--- src/rtl/data_mem_ctrl_pkg.sv ---
`default_nettype none
// ============================================================================
// Module  : data_mem_ctrl_pkg
// Brief   : Shared widths and FSM state encoding for the data regfile
//           initiator (data_mem_ctrl) and its request FIFO.
// Revision: 1.0 - initial release
// ============================================================================
package data_mem_ctrl_pkg;

  // Data word width of the regfile.
  localparam int DMC_DATA_WIDTH     = 16;
  // Regfile address width (2**DMC_DATA_MEM_WIDTH words).
  localparam int DMC_DATA_MEM_WIDTH = 4;
  // Request FIFO depth (power of two, at least 2).
  localparam int DMC_QDEPTH         = 2;

  // Controller FSM states, 2-bit encoding.
  typedef enum logic [1:0] {
    ST_IDLE  = 2'd0,
    ST_ISSUE = 2'd1,
    ST_WAIT  = 2'd2,
    ST_RESP  = 2'd3
  } state_t;

endpackage : data_mem_ctrl_pkg
`default_nettype wire

--- src/rtl/data_mem_ctrl_req_fifo.sv ---
`default_nettype none
// ============================================================================
// Module  : data_mem_ctrl_req_fifo
// Brief   : Small synchronous request FIFO. Occupancy is tracked by read and
//           write pointers carrying one extra wrap bit, so full and empty are
//           told apart without a separate counter.
// Revision: 1.0 - initial release
// ============================================================================
module data_mem_ctrl_req_fifo #(
  parameter int WIDTH = 21,
  parameter int DEPTH = 2
) (
  input  logic             clk,
  input  logic             rst_n,
  input  logic             i_push,
  input  logic [WIDTH-1:0] i_wdata,
  input  logic             i_pop,
  output logic [WIDTH-1:0] o_rdata,
  output logic             o_full,
  output logic             o_empty
);

  localparam int PW = $clog2(DEPTH);

  logic [PW:0]      r_wptr;
  logic [PW:0]      r_rptr;
  logic [WIDTH-1:0] r_mem [DEPTH];
  logic             w_push;
  logic             w_pop;

  // Guarded strobes: a push into a full FIFO or a pop from an empty one is ignored.
  assign w_push = i_push & ~o_full;
  assign w_pop  = i_pop  & ~o_empty;

  assign o_empty = (r_wptr == r_rptr);
  assign o_full  = (r_wptr[PW] != r_rptr[PW]) && (r_wptr[PW-1:0] == r_rptr[PW-1:0]);
  assign o_rdata = r_mem[r_rptr[PW-1:0]];

  // Pointer update; reset empties the queue by realigning the pointers.
  always_ff @(posedge clk) begin
    if (!rst_n) begin
      r_wptr <= '0;
      r_rptr <= '0;
    end else begin
      if (w_push) r_wptr <= r_wptr + {{PW{1'b0}}, 1'b1};
      if (w_pop)  r_rptr <= r_rptr + {{PW{1'b0}}, 1'b1};
    end
  end

  // Entry storage; contents are only observed while the pointers say non-empty.
  always_ff @(posedge clk) begin
    if (w_push) r_mem[r_wptr[PW-1:0]] <= i_wdata;
  end

endmodule : data_mem_ctrl_req_fifo
`default_nettype wire

--- src/rtl/data_mem_ctrl.sv ---
`default_nettype none
// ============================================================================
// Module  : data_mem_ctrl
// Brief   : Load/store initiator for the data register file. Requests from
//           the core are queued, issued one at a time to the regfile pins and
//           answered in order on a valid/ready response channel.
// Revision: 1.0 - initial release
// ============================================================================
module data_mem_ctrl
  import data_mem_ctrl_pkg::*;
#(
  parameter int DATA_WIDTH = DMC_DATA_WIDTH,
  parameter int ADDR_WIDTH = DMC_DATA_MEM_WIDTH,
  parameter int QDEPTH     = DMC_QDEPTH
) (
  input  logic                  clk,
  input  logic                  rst_n,
  input  logic                  i_req_valid,
  output logic                  o_req_ready,
  input  logic                  i_req_we,
  input  logic [ADDR_WIDTH-1:0] i_req_addr,
  input  logic [DATA_WIDTH-1:0] i_req_wdata,
  output logic                  o_rsp_valid,
  input  logic                  i_rsp_ready,
  output logic                  o_rsp_is_write,
  output logic [DATA_WIDTH-1:0] o_rsp_rdata,
  output logic [ADDR_WIDTH-1:0] o_mem_address,
  output logic [DATA_WIDTH-1:0] o_mem_data_in,
  output logic                  o_mem_mode,
  input  logic [DATA_WIDTH-1:0] i_mem_data_out,
  output logic                  o_busy
);

  localparam int ENTRY_W = 1 + ADDR_WIDTH + DATA_WIDTH;

  logic                  w_push;
  logic                  w_pop;
  logic                  w_full;
  logic                  w_empty;
  logic [ENTRY_W-1:0]    w_head;
  logic                  w_head_we;
  logic [ADDR_WIDTH-1:0] w_head_addr;
  logic [DATA_WIDTH-1:0] w_head_wdata;

  state_t                r_state;
  logic                  r_cmd_we;
  logic [ADDR_WIDTH-1:0] r_mem_address;
  logic [DATA_WIDTH-1:0] r_mem_data_in;
  logic                  r_mem_mode;
  logic                  r_rsp_valid;
  logic                  r_rsp_is_write;
  logic [DATA_WIDTH-1:0] r_rsp_rdata;

  // Accept whenever there is room; the head is only taken while the FSM is idle.
  assign w_push = i_req_valid & ~w_full;
  assign w_pop  = (r_state == ST_IDLE) & ~w_empty;

  assign {w_head_we, w_head_addr, w_head_wdata} = w_head;

  data_mem_ctrl_req_fifo #(
    .WIDTH (ENTRY_W),
    .DEPTH (QDEPTH)
  ) u_req_fifo (
    .clk     (clk),
    .rst_n   (rst_n),
    .i_push  (w_push),
    .i_wdata ({i_req_we, i_req_addr, i_req_wdata}),
    .i_pop   (w_pop),
    .o_rdata (w_head),
    .o_full  (w_full),
    .o_empty (w_empty)
  );

  // Command sequencer. The regfile pins are loaded on the IDLE->ISSUE edge so
  // the regfile samples them at the end of ISSUE; its read data then appears
  // during WAIT and is captured on the WAIT->RESP edge. Write enable is high
  // for the ISSUE cycle only. Address and data stay put until the next command.
  always_ff @(posedge clk) begin
    if (!rst_n) begin
      r_state        <= ST_IDLE;
      r_cmd_we       <= 1'b0;
      r_mem_address  <= '0;
      r_mem_data_in  <= '0;
      r_mem_mode     <= 1'b0;
      r_rsp_valid    <= 1'b0;
      r_rsp_is_write <= 1'b0;
      r_rsp_rdata    <= '0;
    end else begin
      case (r_state)
        ST_IDLE: begin
          if (!w_empty) begin
            r_cmd_we      <= w_head_we;
            r_mem_address <= w_head_addr;
            r_mem_data_in <= w_head_wdata;
            r_mem_mode    <= w_head_we;
            r_state       <= ST_ISSUE;
          end
        end
        ST_ISSUE: begin
          r_mem_mode <= 1'b0;
          r_state    <= ST_WAIT;
        end
        ST_WAIT: begin
          r_rsp_rdata    <= r_cmd_we ? '0 : i_mem_data_out;
          r_rsp_is_write <= r_cmd_we;
          r_rsp_valid    <= 1'b1;
          r_state        <= ST_RESP;
        end
        ST_RESP: begin
          if (i_rsp_ready) begin
            r_rsp_valid <= 1'b0;
            r_state     <= ST_IDLE;
          end
        end
        default: r_state <= ST_IDLE;
      endcase
    end
  end

  assign o_req_ready    = ~w_full;
  assign o_rsp_valid    = r_rsp_valid;
  assign o_rsp_is_write = r_rsp_is_write;
  assign o_rsp_rdata    = r_rsp_rdata;
  assign o_mem_address  = r_mem_address;
  assign o_mem_data_in  = r_mem_data_in;
  assign o_mem_mode     = r_mem_mode;
  assign o_busy         = (r_state != ST_IDLE) | ~w_empty;

endmodule : data_mem_ctrl
`default_nettype wire
--- config.mk ---
export PLATFORM = sky130hd
export DESIGN_NAME = data_mem_ctrl
export DESIGN_NICKNAME = d
export VERILOG_FILES = /design/src/rtl/data_mem_ctrl_pkg.sv /design/src/rtl/data_mem_ctrl_req_fifo.sv /design/src/rtl/data_mem_ctrl.sv
export SDC_FILE = /design/constraint.sdc
export NUM_CORES = 1
export LEC_CHECK = 0
export ABC_AREA = 1
export CAP_MARGIN = 20
export CORE_MARGIN = 2
export CORE_UTILIZATION = 45
export DETAILED_ROUTE_END_ITERATION = 7
export HOLD_SLACK_MARGIN = 0.03
export PLACE_DENSITY = 0.74
export SLEW_MARGIN = 20
export SYNTH_ARGS = -nofsm -noshare
export SYNTH_HDL_FRONTEND = slang
export SYNTH_SLANG_ARGS = --single-unit
export TNS_END_PERCENT = 1
--- constraint.sdc ---
create_clock -name clk -period 3.5 [get_ports clk]
set_input_delay 1.05 -clock clk [delete_from_list [all_inputs] [get_ports clk]]
set_output_delay 1.05 -clock clk [all_outputs]
set_load 0.005 [all_outputs]
==> Word level (Yosys, flattened, before mapping) <==
Memory sizes are Yosys's and may differ from the RTL's. A register that Yosys moved wholly into a read port is not among the register bits.
Cells that the tools add are included.
{ "word_totals": {"ff_bits": 46, "ramBits": 42, "output_inout_bits": 41, "elab_cells": 49, "n_memories": 1} }
{ "memory_table": {"columns": ["memory", "depth", "width", "read_ports", "rd_ports_with_merged_regs", "wr", "line", "text"], "rows": [
  ["u_req_fifo.r_mem", 2, 21, 1, 1, 1, "data_mem_ctrl_req_fifo.sv:27", "logic [WIDTH-1:0] r_mem [DEPTH];"]
]} }
{ "op_classes": {"addsub": 2, "eq_ne": 8, "n_mux": 12, "n_bitwise": 7, "n_reduce_logical": 9} }
{ "ops": {"columns": ["cell", "n"], "rows": [
  ["16-bit 2-to-1 mux", 1],
  ["2-bit case mux with 4 select lines", 1],
  ["2-bit AND reduction", 4],
  ["1-bit 2-to-1 mux", 6],
  ["2-bit nonzero test", 3],
  ["2-bit by 1-bit adder with 2-bit output (second input constant)", 2],
  ["1-bit AND", 4],
  ["2-bit == test (second input constant)", 2],
  ["2-bit 2-to-1 mux", 2],
  ["2-bit != test (second input constant)", 2],
  ["1-bit case mux with 2 select lines", 2],
  ["2-bit by 1-bit == test with 1-bit output (second input constant)", 1],
  ["2-bit == test", 1],
  ["2-bit zero test", 1],
  ["1-bit NOT", 2],
  ["1-bit == test", 1],
  ["1-bit logical AND", 1],
  ["1-bit != test", 1],
  ["1-bit bitwise OR", 1]
]} }

==> Logic depth before layout (Yosys ltp) <==
Gate-level depths: netlist of run 1.
{ "logic_depth": {"ltp_word": 7, "depth_mapped": 9, "depth_no_buf": 8} }

==> By module <==
A second synthesis of run 1 with hierarchy kept.
{ "unflattened": {"hier_cells": 311, "hier_area_um2": 3428.3} }
{ "by_module_without_submodules": {"columns": ["module", "n_inst", "cells_per_inst", "area_per_inst_um2", "seq_area_each_um2"], "rows": [
  ["data_mem_ctrl_req_fifo", 1, 111, 1784.2, 1361.3],
  ["data_mem_ctrl", 1, 200, 1644.1, 840.8]
]} }

==> Worst setup path before layout of run 1 <==
No wires, ideal clock.
{ "synth_path": {"path_type": "input port to flip-flop", "from": "input port i_req_valid", "to": "memory u_req_fifo.r_mem[0][0], enable pin", "setup_time_ps": 399, "t_arrival_ps": 2047, "required_time_ps": 3101, "path_slack_ps": 1055, "path_stages": 2, "n_path_buf": 0, "path_cell_list": "nand2_1 nor2_1"} }
{ "synth_between": {"elab_chain_len": 4} }
{ "synth_lines": {"columns": ["item", "line", "text"], "rows": [
  ["start: declaration", "data_mem_ctrl.sv:18", "input logic i_req_valid,"],
  ["1-bit AND", "data_mem_ctrl.sv:55", "assign w_push = i_req_valid & ~w_full;"],
  ["1-bit AND", "data_mem_ctrl_req_fifo.sv:32", "assign w_push = i_push & ~o_full;"],
  ["1-bit 2-to-1 mux", "data_mem_ctrl_req_fifo.sv:52", "if (w_push) r_mem[r_wptr[PW-1:0]] <= i_wdata;"],
  ["1-bit 2-to-1 mux (not written as such)", "data_mem_ctrl_req_fifo.sv:52", null],
  ["end: declaration", "data_mem_ctrl_req_fifo.sv:27", null]
]} }
No other way between the ends.

==> Final worst setup path of run 1 <==
{ "layout_path": {"from": "register r_state[0]", "to": "output port o_busy"} }
{ "layout_between": {"elab_chain_len": 2} }
{ "layout_lines": {"columns": ["item", "line", "text"], "rows": [
  ["start: declaration", "data_mem_ctrl.sv:45", "state_t r_state;"],
  ["start signal: assignment", "data_mem_ctrl.sv:80", "r_state <= ST_IDLE;"],
  ["start signal: assignment", "data_mem_ctrl.sv:96", "r_state <= ST_ISSUE;"],
  ["start signal: assignment", "data_mem_ctrl.sv:101", "r_state <= ST_WAIT;"],
  ["2-bit nonzero test", "data_mem_ctrl.sv:127", "assign o_busy = (r_state != ST_IDLE) | ~w_empty;"],
  ["1-bit bitwise OR", "data_mem_ctrl.sv:127", null],
  ["end: declaration", "data_mem_ctrl.sv:31", "output logic o_busy"]
]} }
No other way between the ends.

==> summary.log, run 1 <==
INFO  synth          yosys_register_bits=89
INFO  clock_network  post-cts-setup-buffer-count=0
INFO  synth          ys.warnings.count=0
INFO  power          power.density=770nW/um^2
INFO  timing         finalClockSkew=8.48ps
INFO  routing        postRouteWirelength=6.73mm
INFO  clock_network  clock_transition_at_the_registers_of_the_reported_paths=80ps
INFO  global_route   grt_usage=17.2%
INFO  synth          synth_top_cells_by_area=sky130_fd_sc_hd__edfxtp_1, sky130_fd_sc_hd__dfxtp_1, sky130_fd_sc_hd__nand2_1
INFO  floorplanning  dieWidth=90.6um
INFO  synth          syn-instance-count=346
INFO  global_route   grt_first_pass_wirelength=11.1mm
INFO  timing         max_freq=341MHz
INFO  placed_design  placedInstanceArea=4250squm
INFO  setup_path     worstSetupEndpointType=output port
INFO  setup_path     critPathArrivalTime=1890ps
INFO  routing        first_pass_iters=4
INFO  finish         syn2layout_area_growth=31.6%
INFO  floorplanning  die_height=90.6um
INFO  finish         layout-drive-gt1-share=7.64%
INFO  floorplanning  coreArea=7250squm
INFO  finish         nNetsFinal=473
INFO  setup_path     critical_path.startpoint_type=flop
INFO  clock_network  tritoncts_clock_tree=built
INFO  global_route   antenna_found_initial=0
INFO  synth          synthesis.area_per_instance=9.76squm
INFO  placed_design  place_worst_setup_slack=940ps
INFO  clock_network  clkLatencyLatePin=350ps
INFO  setup_path     critPathKind=reg2out
INFO  timing         worst_slew_margin_rel=49.3%
INFO  clock_network  cts_hold_repair.buffers=0
INFO  placed_design  place.detailed.hpwl=4.58mm
INFO  placed_design  port_buffers=81
INFO  routing        met1Wirelength=2.86mm
INFO  finish         num-fill-cells=629
INFO  floorplanning  design.portCount=82
INFO  placed_design  routabilityCongestion=0.738
INFO  synth          post_synth_net_total=392
INFO  finish         final_cell_area=4440squm
INFO  routing        drc=0
INFO  min_path       worst_hold_class=reg2reg
INFO  timing         slew_violations=0
INFO  synth          synth_largest_area_cell=sky130_fd_sc_hd__edfxtp_1
INFO  finish         post_layout_nonfiller_instances=531
INFO  synth          yosys.cell_types.count=22
INFO  routing        routed-wl-met3=234um
INFO  synth          synth.cell_area=3380squm
INFO  finish         most-common-layout-cells=sky130_fd_sc_hd__nand2_1, sky130_fd_sc_hd__clkdlybuf4s50_1, sky130_fd_sc_hd__dfxtp_1, sky130_fd_sc_hd__nor2_1, sky130_fd_sc_hd__edfxtp_1
INFO  power          total_power=3.42mW
INFO  routing        detail-route-antenna-nets=0
INFO  global_route   via_count_of_the_first_global_routing_pass=2,459
INFO  run_status     outcome=completed
INFO  timing         worst_slack=564ps
INFO  routing        routed.top_layer=met4
INFO  clock_network  post_cts_resize_count=0
INFO  floorplanning  die_ar=8210squm
INFO  clock_network  cts_buffers=9
INFO  timing         rsz0062_at_grt=false
INFO  clock_network  htree_levels=3
INFO  placed_design  placed_cells_incl_taps=515
INFO  power          leakagePower=1.72nW
INFO  timing         final.setup.tns=0ps
INFO  routing        num_vias=2,509
INFO  floorplanning  floorplan.initialDensity=46.6%
INFO  global_route   maximum_number_of_pins_on_one_net_before_global_route_repair=26
INFO  timing         setup_viol=0
INFO  floorplanning  placementRows=31
INFO  synth          seq_area_frac_synth=65.2%
INFO  routing        routed_via_density=4.73
INFO  finish         most_common_cell_after_layout_fill_and_taps_aside=sky130_fd_sc_hd__nand2_1
INFO  finish         num_antenna_cells=0
INFO  synth          yosys.area.top_type_share=37.3%
INFO  routing        detailroute.wirelength.met2=3.47mm
INFO  clock_network  ctsLongestPathBuffers=2
INFO  clock_network  root_buffer=sky130_fd_sc_hd__clkbuf_8
INFO  global_route   grt_remaining_overflow=0
INFO  timing         transition_time_at_the_pin_with_the_least_slew_margin=760ps
INFO  power          vdd.ir_drop.worst=0.411mV
INFO  timing         post-route-min-period=2940ps
INFO  setup_path     critical_path_peak_fanout=6
INFO  routing        initialDrtViolationCount=126
INFO  timing         timing.final.hold_violations=0
INFO  clock_network  sinks_on_clock_net=89
INFO  setup_path     timing.critical_path.required=2450ps
INFO  routing        drt-wirelength-per-cell=12.7um
INFO  job            timing.max_cap.violations=0
INFO  timing         final.period_utilization=83.9%
[routing by layer]
| layer | global-route usage, % | up-vias |
|---|---|---|
| met3 | 3.17 | 14 |
| met5 | 0 | - |
| met1 | 19.3 | 1158 |
| met2 | 30.3 | 53 |
| li1 | - | 1284 |
| met4 | 10.4 | 0 |
[metrics by stage]
| stage | hold slack, ps | utilization (%) |
|---|---|---|
| 3_3_place_gp | 445 | 58.6 |
| 3_5_place_dp | 450 | 58.6 |
| 2_1_floorplan | 434 | - |
| 6_report | 460 | 61.3 |
| 4_1_cts | 461 | 61.3 |
| 5_1_grt | 493 | 61.3 |
[cell families (layout without fill, tap and decap cells)]
family	after synthesis	after routing	share of synthesized area, %
AND/OR/NAND/NOR	174	174	20.9
flip-flops	89	89	65.2
AO/OA/AOI/OAI	48	48	7.26
buffers and inverters	28	114	4.30
adder cells (fa/ha/maj)	5	5	1.85
XOR/XNOR	2	2	0.519
[worst max-delay path: stages, from the launching register on]
cell and delay (ps):
sky130_fd_sc_hd__dfxtp_1 390, sky130_fd_sc_hd__inv_1 100, sky130_fd_sc_hd__ha_1 300, sky130_fd_sc_hd__nand3_1 210
sky130_fd_sc_hd__clkdlybuf4s50_1 530
[state kept, by name, indices dropped and copies added (netlist names), named ones only]
register           count
r_cmd_we               1
u_req_fifo.r_mem      42
o_rsp_rdata           16
u_req_fifo.r_rptr      2
o_rsp_is_write         1
o_mem_data_in         16
o_rsp_valid            1
u_req_fifo.r_wptr      2
r_state                2
o_mem_mode             1
o_mem_address          4
[synth_stat cells, drive strengths merged]
cell type and number:
nand3 7, a21oi 24, dfxtp 47, o21ai 23
nor2 48, edfxtp 42, or2 1, nand4 1
nand2 117, inv 14, o211a 1, xor2 2
buf 7, ha 5, clkbuf 7
[path summary, 6_finish.rpt]
path                            startpoint          endpoint  slack, ps  cells past startpoint
worst max-delay path            r_state[0]            o_busy        560                      4
worst min-delay path              r_cmd_we          r_cmd_we        460                      2
worst max register to register        flop  o_mem_data_in[3]       1520                      5
worst min register to register    r_cmd_we          r_cmd_we        460                      2
[power by group]
group | leakage (nW) | total, mW | internal (mW) | switching (mW)
logic | 0.847 | 1.21 | 0.576 | 0.634
registers | 0.779 | 1.52 | 1.35 | 0.170
clock network | 0.0909 | 0.686 | 0.329 | 0.357
[area by class of cell]
| type | count | area, sq um | share of cell area, % |
|---|---|---|---|
| clock inverters | 7 | 70.1 | 1.58 |
| well taps | 99 | 124 | 2.79 |
| inverters | 14 | 55.1 | 1.24 |
| multi-input cells | 229 | 1030 | 23.3 |
| flip-flops and latches | 89 | 2200 | 49.6 |
| clock buffers | 9 | 124 | 2.79 |
| repair buffers | 84 | 833 | 18.8 |
(Power assumes the default switching activity.)
==> run 2: changes to the inputs <==
--- a/config.mk
+++ b/config.mk
@@ -8,10 +8,10 @@
 export ABC_AREA = 1
 export CAP_MARGIN = 20
 export CORE_MARGIN = 2
-export CORE_UTILIZATION = 45
+export CORE_UTILIZATION = 44
 export DETAILED_ROUTE_END_ITERATION = 7
 export HOLD_SLACK_MARGIN = 0.03
-export PLACE_DENSITY = 0.74
+export PLACE_DENSITY = 0.75
 export SLEW_MARGIN = 20
 export SYNTH_ARGS = -nofsm -noshare
 export SYNTH_HDL_FRONTEND = slang
==> constraint.sdc (replaced) <==
create_clock -name clk -period 2.4 [get_ports clk]
set_input_delay 0.72 -clock clk [delete_from_list [all_inputs] [get_ports clk]]
set_output_delay 0.72 -clock clk [all_outputs]
set_load 0.005 [all_outputs]
==> run 2 against run 1 <==
Total power up 48%. Global-route usage decreased by 0.63 points. Non-clock buffer count is 1 higher. Flip-flop and latch count stayed put. Clock power is 49% higher. Critical endpoint is now o_req_ready.
==> summary.log, run 2 (synthesis gave the netlist of run 1 again) <==
INFO  run_status     outcome=completed
INFO  timing         final.period_utilization=96.0%
INFO  clock_network  clock_transition_at_the_registers_of_the_reported_paths=90ps [about the same]
INFO  power          clock_network_power_share=20.1% [about the same]
INFO  timing         post-route-min-period=2300ps
INFO  clock_network  ctsLongestPathBuffers=2 [unchanged]
INFO  clock_network  post-cts-setup-buffer-count=0 [unchanged]
INFO  routing        drc=0 [unchanged]
INFO  power          vdd.ir_drop.worst=0.507mV [+23%]
INFO  timing         transition_time_at_the_pin_with_the_least_slew_margin=669ps [-90.8 ps]
INFO  setup_path     worstSetupEndpointType=output port
INFO  routing        first_pass_iters=4 [unchanged]
INFO  setup_path     reg2reg_from=r_state[0]
INFO  power          leakagePower=1.75nW [+1.9%]
INFO  min_path       timing.hold.worst_endpoint=o_rsp_rdata[5]
INFO  routing        met1Wirelength=2.82mm [-1.2%]
INFO  clock_network  htree_levels=3 [unchanged]
INFO  setup_path     timing.critical_path.cells=inv_2 > nand2_2 > nand2_4 > nand2_1 > clkdlybuf4s50_1
INFO  floorplanning  die_ar=8390squm [+2.2%]
INFO  clock_network  root_buffer=sky130_fd_sc_hd__clkbuf_8
INFO  finish         layout-drive-gt1-share=10.4% [+2.8 points]
INFO  setup_path     r2r_end=o_rsp_rdata[14]
INFO  power          p_int=3.35mW [+48%]
INFO  power          total_power=5.07mW [+48%]
INFO  clock_network  cts_hold_repair.buffers=0 [unchanged]
INFO  timing         setup_viol=0 [unchanged]
INFO  setup_path     cpMaxStageDelayCell=sky130_fd_sc_hd__clkdlybuf4s50_1
INFO  power          p_sw_share=33.9% [-0.039 points]
INFO  routing        num_vias=2,504 [-0.20%]
INFO  placed_design  port_buffers=81 [unchanged]
INFO  placed_design  placedInstanceArea=4280squm [+0.77%]
INFO  finish         final_cell_area=4510squm [+1.6%]
INFO  routing        drt-wirelength-per-cell=12.7um [-0.11%]
INFO  power          power.switching=1.72mW [+48%]
INFO  power          power.density=1120nW/um^2 [+46%]
INFO  timing         finalClockSkew=12.5ps [+4.05 ps]
INFO  timing         slew_violations=0 [unchanged]
INFO  placed_design  place_worst_setup_slack=160ps [-780 ps]
INFO  global_route   maximum_number_of_pins_on_one_net_before_global_route_repair=27 [+3.8%]
INFO  min_path       worst_hold_path.num_cells=2 [unchanged]
INFO  setup_path     critPathArrivalTime=1580ps [-310 ps]
INFO  min_path       worst_hold_class=reg2reg
INFO  routing        routed-wl-met3=317um [+35%]
INFO  global_route   grt_remaining_overflow=0 [unchanged]
INFO  routing        detail-route-antenna-nets=0 [unchanged]
INFO  timing         final.setup.tns=0ps [unchanged]
INFO  routing        initialDrtViolationCount=84 [-33%]
INFO  finish         largest_reg_flops=42 [unchanged]
INFO  finish         post_layout_nonfiller_instances=532 [+0.19%]
INFO  setup_path     reg2reg_slack=760ps [-760 ps]
INFO  timing         rsz0062_at_grt=false
INFO  min_path       min-delay-start=o_rsp_rdata[5]
INFO  floorplanning  design.portCount=82 [unchanged]
INFO  setup_path     critPathKind=reg2out
INFO  clock_network  sinks_on_clock_net=89 [unchanged]
INFO  clock_network  clkLatencyLatePin=360ps [about the same]
INFO  floorplanning  placementRows=31 [unchanged]
INFO  job            timing.max_cap.violations=0 [unchanged]
INFO  clock_network  tritoncts_clock_tree=built
INFO  global_route   grt_usage=16.6% [-0.63 points]
INFO  setup_path     critical_path_buf_inv_count=2 [unchanged]
INFO  setup_path     startpoint=u_req_fifo.r_wptr[0]
INFO  placed_design  placed_cells_incl_taps=516 [+0.19%]
INFO  finish         most-common-layout-cells=sky130_fd_sc_hd__nand2_1, sky130_fd_sc_hd__clkdlybuf4s50_1, sky130_fd_sc_hd__nor2_1, sky130_fd_sc_hd__edfxtp_1, sky130_fd_sc_hd__dfxtp_1
INFO  timing         worst_slack=97.1ps [-467 ps]
INFO  floorplanning  die_height=91.6um [+1.1%]
INFO  global_route   via_count_of_the_first_global_routing_pass=2,366 [-3.8%]
INFO  setup_path     critical_path_peak_fanout=5 [-1]
INFO  floorplanning  dieWidth=91.6um [+1.1%]
INFO  setup_path     timing.critical_path.required=1680ps [-770 ps]
INFO  routing        routed.top_layer=met4
INFO  floorplanning  floorplan.initialDensity=46.1% [-0.49 points]
INFO  clock_network  cts_buffers=9 [unchanged]
INFO  placed_design  place.detailed.hpwl=4.41mm [-3.7%]
INFO  finish         num_antenna_cells=0 [unchanged]
INFO  power          share_seq_of_total_power=42.9% [-1.7 points]
INFO  timing         whs=468ps [+8.01 ps]
INFO  finish         syn2layout_area_growth=33.6%
INFO  finish         nNetsFinal=474 [+0.21%]
INFO  setup_path     max_stage_delay=530ps [about the same]
INFO  setup_path     worstRegToRegCells=7 [+2]
INFO  finish         num-fill-cells=593 [-5.7%]
INFO  global_route   grt_first_pass_wirelength=10.9mm [-1.7%]
INFO  power          combinationalPowerShare=37.0% [+1.6 points]
INFO  setup_path     cp_top_family=buffers and inverters
INFO  setup_path     critical_path.startpoint_type=flop
INFO  timing         timing.final.hold_violations=0 [unchanged]
INFO  timing         worst_slew_margin_rel=55.4% [+6.1 points]
INFO  routing        routed_via_density=4.71 [-0.39%]
INFO  finish         final_core_util=61.6% [+0.31 points]
INFO  placed_design  routabilityCongestion=0.728 [-1.4%]
INFO  routing        postRouteWirelength=6.74mm [about the same]
INFO  floorplanning  coreArea=7330squm [+1.1%]
INFO  finish         most_common_cell_after_layout_fill_and_taps_aside=sky130_fd_sc_hd__nand2_1
INFO  global_route   antenna_found_initial=0 [unchanged]
INFO  routing        detailroute.wirelength.met2=3.43mm [-1.1%]
INFO  timing         max_freq=434MHz
[run 2: cell types whose count changed in the layout (fill, tap and decap cells not counted), sizes merged]
cell           change
inv                +1
clkinvlp           -1
buf                +1
dlymetal6s2s       +1
clkdlybuf4s50      -1
[run 2: power groups by stage]
| stage | logic, mW | registers [mW] | clock network (mW) |
|---|---|---|---|
| after global routing | 2.11 | 2.22 | 1.10 |
| after global placement | 1.82 | 2.19 | 0 |
| after detailed placement | 1.86 | 2.20 | 0 |
| after CTS | 1.91 | 2.17 | 1.04 |
| final | 1.88 | 2.17 | 1.02 |
| after floorplan | 1.09 | 2.20 | 0 |
[run 2: layer usage]
metal | up-vias | GRT usage [%]
li1 | 1283 | -
met1 | 1149 | 18.8
met2 | 57 | 29.4
met3 | 15 | 2.82
met4 | 0 | 9.34
met5 | - | 0
[run 2: worst max path at each step]
stage                                   endpoint  slack, ps  cells past startpoint
after detailed placement                  o_busy        160                      4
after global routing                 o_req_ready       0.04                      5
after floorplan           u_req_fifo.r_mem[0][0]        280                      6
after CTS                                 o_busy         10                      5
after global placement                    o_busy        240                      4
final                                o_req_ready        100                      5
[run 2: layout make-up]
type	count	area [sq um]	area share, %
tap	99	124	2.74
clock buffer	9	124	2.74
multi-input combinational	229	1050	23.3
sequential	89	2210	49.0
timing repair buffer	85	868	19.2
inverter	14	55.1	1.22
clock inverter	7	77.6	1.72
[run 2: what timing repair did]
| item | CTS | global route |
|---|---|---|
| setup endpoints to repair | 2 | 2 |
| resized for setup | 6 | 6 |
| pin swaps | 0 | 0 |
[run 2: worst register-to-register path, cell delays in order (launching register included)]
cell and delay [ps]:
sky130_fd_sc_hd__dfxtp_2 350, sky130_fd_sc_hd__inv_2 100, sky130_fd_sc_hd__ha_1 250, sky130_fd_sc_hd__inv_2 160, sky130_fd_sc_hd__or2_1 270, sky130_fd_sc_hd__inv_2 230, sky130_fd_sc_hd__nand2_1 90, sky130_fd_sc_hd__a21oi_1 130
